$ cat src/rtl/ifm_out_fsm_ctrl.sv
// Read-side sequencer for the 10GbE RX path: pops a per-frame status entry, then forwards or discards the frame's data beats.
// Optional frame counters are built only when IFM_OUT_STATS_EN is defined.
module ifm_out_fsm_ctrl (
  input  logic        rx_clk,
  input  logic        sys_rst_n,
  input  logic        out_en,
  input  logic [7:0]  info_fifo_rdata,
  input  logic        info_fifo_empty,
  output logic        info_fifo_rden,
  input  logic [72:0] data_fifo_rdata,
  input  logic        data_fifo_empty,
  output logic        data_fifo_rden,
  output logic [63:0] m_axis_tdata,
  output logic [7:0]  m_axis_tkeep,
  output logic        m_axis_tlast,
  output logic        m_axis_tvalid,
  input  logic        m_axis_tready,
  input  logic        stat_clr,
  output logic [31:0] frame_good_cnt,
  output logic [31:0] frame_drop_cnt,
  output logic [3:0]  ifm_out_fsm_dbg
);

  typedef enum logic [1:0] {
    S_IDLE = 2'd0,
    S_FWD  = 2'd1,
    S_DROP = 2'd2
  } state_t;

  state_t state;
  logic   load;
  logic   drop_pop;
  logic   beat_last;
  logic   good_done;
  logic   drop_done;
  logic   unused_info_bits;

  assign beat_last = data_fifo_rdata[72];

  // The output register may refill in the same cycle its current beat is accepted.
  assign load      = (state == S_FWD) && !data_fifo_empty && (!m_axis_tvalid || m_axis_tready);
  assign drop_pop  = (state == S_DROP) && !data_fifo_empty;
  assign good_done = load && beat_last;
  assign drop_done = drop_pop && beat_last;

  // Pops are held off while reset is asserted, before the state register has settled.
  assign info_fifo_rden = sys_rst_n && (state == S_IDLE) && out_en && !info_fifo_empty;
  assign data_fifo_rden = sys_rst_n && (load || drop_pop);

  assign ifm_out_fsm_dbg  = {2'b00, state};
  assign unused_info_bits = ^info_fifo_rdata[7:1];

  // NOTE: all state below uses non-blocking assignments so every flop samples pre-edge values.
  always_ff @(posedge rx_clk) begin
    // NOTE: reset is synchronous; it is just the highest-priority branch of the clocked logic.
    if (!sys_rst_n) begin
      state         <= S_IDLE;
      m_axis_tvalid <= 1'b0;
      m_axis_tdata  <= '0;
      m_axis_tkeep  <= '0;
      m_axis_tlast  <= 1'b0;
    end else begin
      case (state)
        S_IDLE:  if (info_fifo_rden) state <= info_fifo_rdata[0] ? S_FWD : S_DROP;
        S_FWD:   if (good_done)      state <= S_IDLE;
        S_DROP:  if (drop_done)      state <= S_IDLE;
        default:                     state <= S_IDLE;
      endcase

      // A pending beat drains on tready in any state, so it is never dropped on a state change.
      if (load) begin
        m_axis_tvalid <= 1'b1;
        m_axis_tdata  <= data_fifo_rdata[63:0];
        m_axis_tkeep  <= data_fifo_rdata[71:64];
        m_axis_tlast  <= beat_last;
      end else if (m_axis_tvalid && m_axis_tready) begin
        m_axis_tvalid <= 1'b0;
      end
    end
  end

`ifdef IFM_OUT_STATS_EN
  logic [31:0] good_cnt_q;
  logic [31:0] drop_cnt_q;

  // Clear has priority over a coincident increment; counters wrap naturally.
  always_ff @(posedge rx_clk) begin
    if (!sys_rst_n || stat_clr) begin
      good_cnt_q <= '0;
      drop_cnt_q <= '0;
    end else begin
      if (good_done) good_cnt_q <= good_cnt_q + 32'd1;
      if (drop_done) drop_cnt_q <= drop_cnt_q + 32'd1;
    end
  end

  assign frame_good_cnt = good_cnt_q;
  assign frame_drop_cnt = drop_cnt_q;
`else
  logic unused_stats;

  assign frame_good_cnt = 32'h0;
  assign frame_drop_cnt = 32'h0;
  assign unused_stats   = stat_clr ^ good_done ^ drop_done;
`endif

endmodule
$ cat config.mk
export PLATFORM = sky130hd
export DESIGN_NAME = ifm_out_fsm_ctrl
export DESIGN_NICKNAME = d
export VERILOG_FILES = /design/src/rtl/ifm_out_fsm_ctrl.sv
export SDC_FILE = /design/constraint.sdc
export NUM_CORES = 1
export LEC_CHECK = 0
export ABC_AREA = 1
export BUFFER_PORTS_ARGS = -buffer_cell sky130_fd_sc_hd__buf_2
export CORE_MARGIN = 2
export CORE_UTILIZATION = 37
export DETAILED_ROUTE_END_ITERATION = 8
export PLACE_DENSITY = 0.75
export SYNTH_ARGS = -nofsm -noshare
export SYNTH_HDL_FRONTEND = slang
export SYNTH_SLANG_ARGS = --single-unit
$ cat constraint.sdc
create_clock -name rx_clk -period 1.16 [get_ports rx_clk]
set_input_delay 0.348 -clock rx_clk [delete_from_list [all_inputs] [get_ports rx_clk]]
set_output_delay 0.348 -clock rx_clk [all_outputs]
set_load 0.1 [all_outputs]
== Yosys cells after proc, flatten, opt, wreduce, memory -nomap -nowiden ==
Cells that the tools add are included.

* Output and inout bits: 144
* Register bits: 76
* Logic and storage cells: 35
* Bits of input ports: 88

* Reductions and logical operators: 18
* Muxes and demuxes: 7
* Eq/ne operators: 5

{| class="wikitable"
|+ Operators with widths
! cell !! count
|-
| logical AND 1 bit || 10
|-
| two-way mux 2 bit || 4
|-
| != test 2 bit (second input constant) || 3
|-
| one-hot mux 2 bit (3 select lines) || 1
|-
| zero test 1 bit || 3
|-
| AND reduction 3 bit || 1
|-
| equality test 2 x 1 -> 1 bit (second input constant) || 1
|-
| equality test 2 bit (second input constant) || 1
|-
| zero test 2 bit || 1
|-
| logical OR 1 bit || 2
|-
| two-way mux 1 bit || 2
|-
| nonzero test 2 bit || 1
|}

== Depth between registers and ports, before layout ==
* Depth in word-level cells: 6
* Depth in mapped cells: 8
* Gate-level depth less buffers: 7

== Worst setup path before layout ==
Ideal clock, no wire load.

* Kind: flip-flop to output port
* Start point: register state[0]
* End point: output data_fifo_rden
* Required time: 812 ps
* Arrival: 2983 ps
* Slack: -2171 ps
* Buffers on the path: 1
* Cell stages (with the launch flop): 6
* Cell sequence: dfxtp_1 nand2_1 inv_2 nand3_2 buf_2 a21oi_1

* Longest elaborated chain between the ends: 5
* Elaborated cells between the ends (all ways): 7
* Those cells by class: eq/ne (2); reduce/logical (5)

{| class="wikitable"
|+ RTL lines
! what !! line !! source
|-
| start: declaration || 30 || <nowiki>state_t state;</nowiki>
|-
| start signal: assignment || 64 || <nowiki>S_IDLE: if (info_fifo_rden) state <= info_fifo_rdata[0] ? S_FWD : S_DROP;</nowiki>
|-
| equality test 2 x 1 -> 1 bit || 41 || <nowiki>assign load = (state == S_FWD) && !data_fifo_empty && (!m_axis_tvalid || m_axis_tready);</nowiki>
|-
| logical AND 1 bit (2 in a row) || 41 ||
|-
| logical OR 1 bit * || 48 || <nowiki>assign data_fifo_rden = sys_rst_n && (load || drop_pop);</nowiki>
|-
| logical AND 1 bit * || 48 ||
|-
| end: declaration || 12 || <nowiki>output logic data_fifo_rden,</nowiki>
|}

Mark *: on every way between the ends. The rest lies on a longest branch, timed or not.

== Worst setup path after layout ==
* Start point: register state[1]
* End point: output data_fifo_rden

The elaborated chain is that of the path after synthesis.

==> flow_summary.html <==
<table>
<tr><th>Metric</th><th>Value</th></tr>
<tr><th colspan="2">Synthesis</th></tr>
<tr><td>Synth unique cells</td><td>18</td></tr>
<tr><td>Total of flip-flops plus latches after synthesis</td><td>76</td></tr>
<tr><td>Mean cell area of the mapped netlist</td><td>7.80 sq um</td></tr>
<tr><td>Portion of the post-synthesis area used by sequential elements</td><td>47.2%</td></tr>
<tr><td>Summed instance area of the synthesized netlist</td><td>3220 sq um</td></tr>
<tr><td>Count of synthesis-stage warnings from yosys</td><td>0</td></tr>
<tr><td>Number of cells produced by synthesis</td><td>413</td></tr>
<tr><th colspan="2">STA</th></tr>
<tr><td>Pin slew with the least headroom to its limit</td><td>912 ps</td></tr>
<tr><td>Final setup vio count</td><td>153</td></tr>
<tr><td>RSZ-0062 raised after global routing</td><td>true</td></tr>
<tr><td>Final worst-path cycle share</td><td>148%</td></tr>
<tr><td>Crit path time final</td><td>1720 ps</td></tr>
<tr><td>Maximum clock rate</td><td>0.583 GHz</td></tr>
<tr><td>Clock skew</td><td>10.5 ps</td></tr>
<tr><td>Number of hold-slack violations in the final timing report</td><td>0</td></tr>
<tr><td>Slew headroom</td><td>39.2%</td></tr>
<tr><td>Total count of max-transition violations in the final report</td><td>0</td></tr>
<tr><td>Worst Setup Slack, final</td><td>-555 ps</td></tr>
<tr><th colspan="2">Power and ir drop</th></tr>
<tr><td>Combinational share of power</td><td>38.7%</td></tr>
<tr><td>Peak ir drop on the vdd network</td><td>921 uV</td></tr>
<tr><td>Leakage</td><td>3.27 nW</td></tr>
<tr><td>Sequential fraction of design power</td><td>34.5%</td></tr>
<tr><td>Clock power frac</td><td>26.8%</td></tr>
<tr><td>Share of total power consumed by net switching</td><td>42.5%</td></tr>
<tr><td>Internal power</td><td>0.00457 W</td></tr>
<tr><td>Pwr/cell area</td><td>1070 nW/um^2</td></tr>
<tr><td>Sw power</td><td>0.00339 W</td></tr>
<tr><th colspan="2">Worst hold path</th></tr>
<tr><td>Hold WC Path Type</td><td>in2reg</td></tr>
<tr><td>Hold Crit Start</td><td>data_fifo_rdata[38]</td></tr>
<tr><th colspan="2">Detailed routing</th></tr>
<tr><td>Routed wire length</td><td>16.2 mm</td></tr>
<tr><td>Routed length per placed instance</td><td>20.8 um</td></tr>
<tr><td>Detailed-route DRC error count</td><td>0</td></tr>
<tr><td>First-pass iteration count of the detailed router</td><td>4</td></tr>
<tr><td>Initial DRC count</td><td>125</td></tr>
<tr><td>Total vias in the final route</td><td>3882</td></tr>
<tr><td>Remaining number of nets flagged by the antenna check after routing</td><td>0</td></tr>
<tr><td>Post-detailed-route via-to-cell ratio</td><td>4.98</td></tr>
<tr><th colspan="2">Critical path</th></tr>
<tr><td>First element of the critical path</td><td>state[1]</td></tr>
<tr><td>Kind of start point of the critical path</td><td>register</td></tr>
<tr><td>Critical-path maximum fanout</td><td>2</td></tr>
<tr><td>Kind of critical path</td><td>reg2out</td></tr>
<tr><td>Crit path required time</td><td>810 ps</td></tr>
<tr><td>Cell-by-cell trace of the critical path</td><td>inv_4, nor2_4, nand2_2, a21oi_4, buf_12</td></tr>
<tr><td>RR Startpoint</td><td>state[1]</td></tr>
<tr><td>Maximum single-stage delay on the critical path</td><td>380 ps</td></tr>
<tr><td>WP data arrival</td><td>1370 ps</td></tr>
<tr><td>Capturing element type of the critical path</td><td>output port</td></tr>
<tr><td>Master of the slowest instance on the critical path</td><td>sky130_fd_sc_hd__dfxtp_4</td></tr>
<tr><td>Worst R2R Setup Slack</td><td>-500 ps</td></tr>
<tr><th colspan="2">Die</th></tr>
<tr><td>Die outline width</td><td>97.3 um</td></tr>
<tr><td>FP Rows</td><td>34</td></tr>
<tr><td>Number of placed I/O pins</td><td>232</td></tr>
<tr><td>Die Height</td><td>97.3 um</td></tr>
<tr><td>Core area</td><td>8590 sq um</td></tr>
<tr><td>Initial cell density of the core</td><td>37.5%</td></tr>
<tr><td>Die outline area</td><td>9470 sq um</td></tr>
<tr><th colspan="2">Clock network</th></tr>
<tr><td>Clock insertion delay at the later pin of the skew report</td><td>340 ps</td></tr>
<tr><td>Total number of clock tree sinks</td><td>76</td></tr>
<tr><td>Number of CTS-inserted buffers</td><td>9</td></tr>
<tr><td>CTS Root Buffer Type</td><td>sky130_fd_sc_hd__clkbuf_8</td></tr>
<tr><td>Cts hold-fix bufs</td><td>0</td></tr>
<tr><td>Clock tree from TritonCTS</td><td>yes</td></tr>
<tr><td>Number of H-tree levels</td><td>3</td></tr>
<tr><td>Bufs on Longest Clock Path</td><td>2</td></tr>
<tr><td>Clock transition at path regs</td><td>90 ps</td></tr>
<tr><th colspan="2">Placed design</th></tr>
<tr><td>Detailed placement HPWL</td><td>6.58 mm</td></tr>
<tr><td>Cell area after placement</td><td>5200 sq um</td></tr>
<tr><td>Number of port buffers</td><td>157</td></tr>
<tr><td>Placer Congestion</td><td>0.841</td></tr>
<tr><td>Placed Cells incl. Taps</td><td>669</td></tr>
<tr><th colspan="2">Global routing</th></tr>
<tr><td>Antenna violations before repair</td><td>0</td></tr>
<tr><td>Leftover overflow at the end of global routing</td><td>0</td></tr>
<tr><td>GRT Util Overall</td><td>28.9%</td></tr>
<tr><td>First-pass GRT wire length</td><td>21.2 mm</td></tr>
<tr><td>Largest net degree at the start of global routing</td><td>53</td></tr>
<tr><td>Number of global-route vias before repair</td><td>3957</td></tr>
<tr><th colspan="2">Finish</th></tr>
<tr><td>Area growth syn-to-layout</td><td>131%</td></tr>
<tr><td>Final net count</td><td>755</td></tr>
<tr><td>Top library cells by usage in the layout, fill and taps aside</td><td>sky130_fd_sc_hd__buf_12 (99), sky130_fd_sc_hd__buf_2 (79), sky130_fd_sc_hd__buf_4 (74)</td></tr>
<tr><td>Most common cell after layout, fill and taps aside</td><td>sky130_fd_sc_hd__buf_12</td></tr>
<tr><td>Share of cells above drive strength 1</td><td>77.2%</td></tr>
<tr><td>Layout Cells excl Fill</td><td>780</td></tr>
<tr><td>Number of diodes</td><td>0</td></tr>
<tr><td>Final design instance area without fill</td><td>7450 sq um</td></tr>
<tr><th colspan="2">Outcome</th></tr>
<tr><td>Violated checks</td><td>setup timing</td></tr>
<tr><td>Run status</td><td>finished with violations</td></tr>
<tr><th colspan="2">Job</th></tr>
<tr><td>Number of maximum-capacitance violations</td><td>0</td></tr>
</table>
-- flip-flops by register name (all words and copies together) (netlist names) --
name and cells:
m_axis_tvalid 1, m_axis_tdata 64, state 2, m_axis_tlast 1, m_axis_tkeep 8
-- area by class of cell --
cell class | instances | area (sq um)
repair inverters | 1 | 16.3
repair buffers | 266 | 3180
clock buffers | 10 | 138
clock inverters | 6 | 62.6
flip-flops and latches | 76 | 1730
inverters | 8 | 47.5
well taps | 108 | 135
multi-input cells | 305 | 2140
fillers | 360 | 1140
-- power by group through the flow --
stage | combinational, W | clock (W) | sequential (W)
detailed placement | 0.00243 | 0 | 0.00286
CTS | 0.00285 | 0.00210 | 0.00278
floorplan | 0.00139 | 0 | 0.00344
global placement | 0.00240 | 0 | 0.00285
global route | 0.00316 | 0.00228 | 0.00275
finish | 0.00308 | 0.00213 | 0.00274
-- routing by layer --
layer	global-route usage [%]	share of wire, %
met1	28.2	33
met2	55.3	53
met3	7.55	7.3
met4	14.7	6.5
met5	0	0
-- through the flow --
step | power [W] | worst slack, ps | util, % | TNS [ps] | hold WS, ps
3_3_place_gp | 0.00525 | -225 | 60.5 | -14370 | 468
3_5_place_dp | 0.00529 | -272 | 60.5 | -17010 | 483
5_1_grt | 0.00819 | -624 | 86.7 | -34410 | 237
6_report | 0.00796 | -555 | 86.7 | -28160 | 239
2_1_floorplan | 0.00483 | -676 | - | -10920 | 494
4_1_cts | 0.00773 | -504 | 80.8 | -27550 | 222
-- timing repair --
item	in CTS	in global routing
gates resized for setup	180	182
endpoints found under the hold margin	0	0
setup buffers	58	35
gates cloned	20	1
endpoints found under the setup margin	151	153
pin swaps	35	53
-- path summary, 6_finish.rpt --
check | endpoint | depth (start not counted)
worst max-delay path | data_fifo_rden | 5
worst min-delay path | m_axis_tdata[38] | 3
worst min register to register | m_axis_tdata[54] | 2
worst max register to register | state[0] | 11
-- cells by family after synthesis --
| kind of cell | count (synthesis) | share of synthesized area (%) |
|---|---|---|
| DFF | 76 | 47.2 |
| buffers and inverters | 97 | 21.3 |
| other | 1 | 0.116 |
| and+or+nand+nor | 162 | 19.3 |
| AOI/OAI and AO/OA | 77 | 12.0 |
-- worst max-delay path, delay by kind of cell (launching register included) --
family,cells,cell delay (ps)
buf+inv,2,240
flops,1,380
compound gates,1,200
simple gates,2,190
-- cells in the mapped netlist (all sizes together) --
library cell / number / area share, %
nor2: 150 / 17
a31oi: 1 / 0.19
nand3b: 1 / 0.23
clkbuf: 8 / 0.93
nand2: 7 / 0.82
conb: 1 / 0.12
inv: 8 / 0.93
dfxtp: 76 / 47
o21ai: 72 / 11
nand3: 3 / 0.62
buf: 81 / 19
nand4: 1 / 0.19
a21oi: 4 / 0.62
No activity file was read; power rests on OpenSTA's default activity.
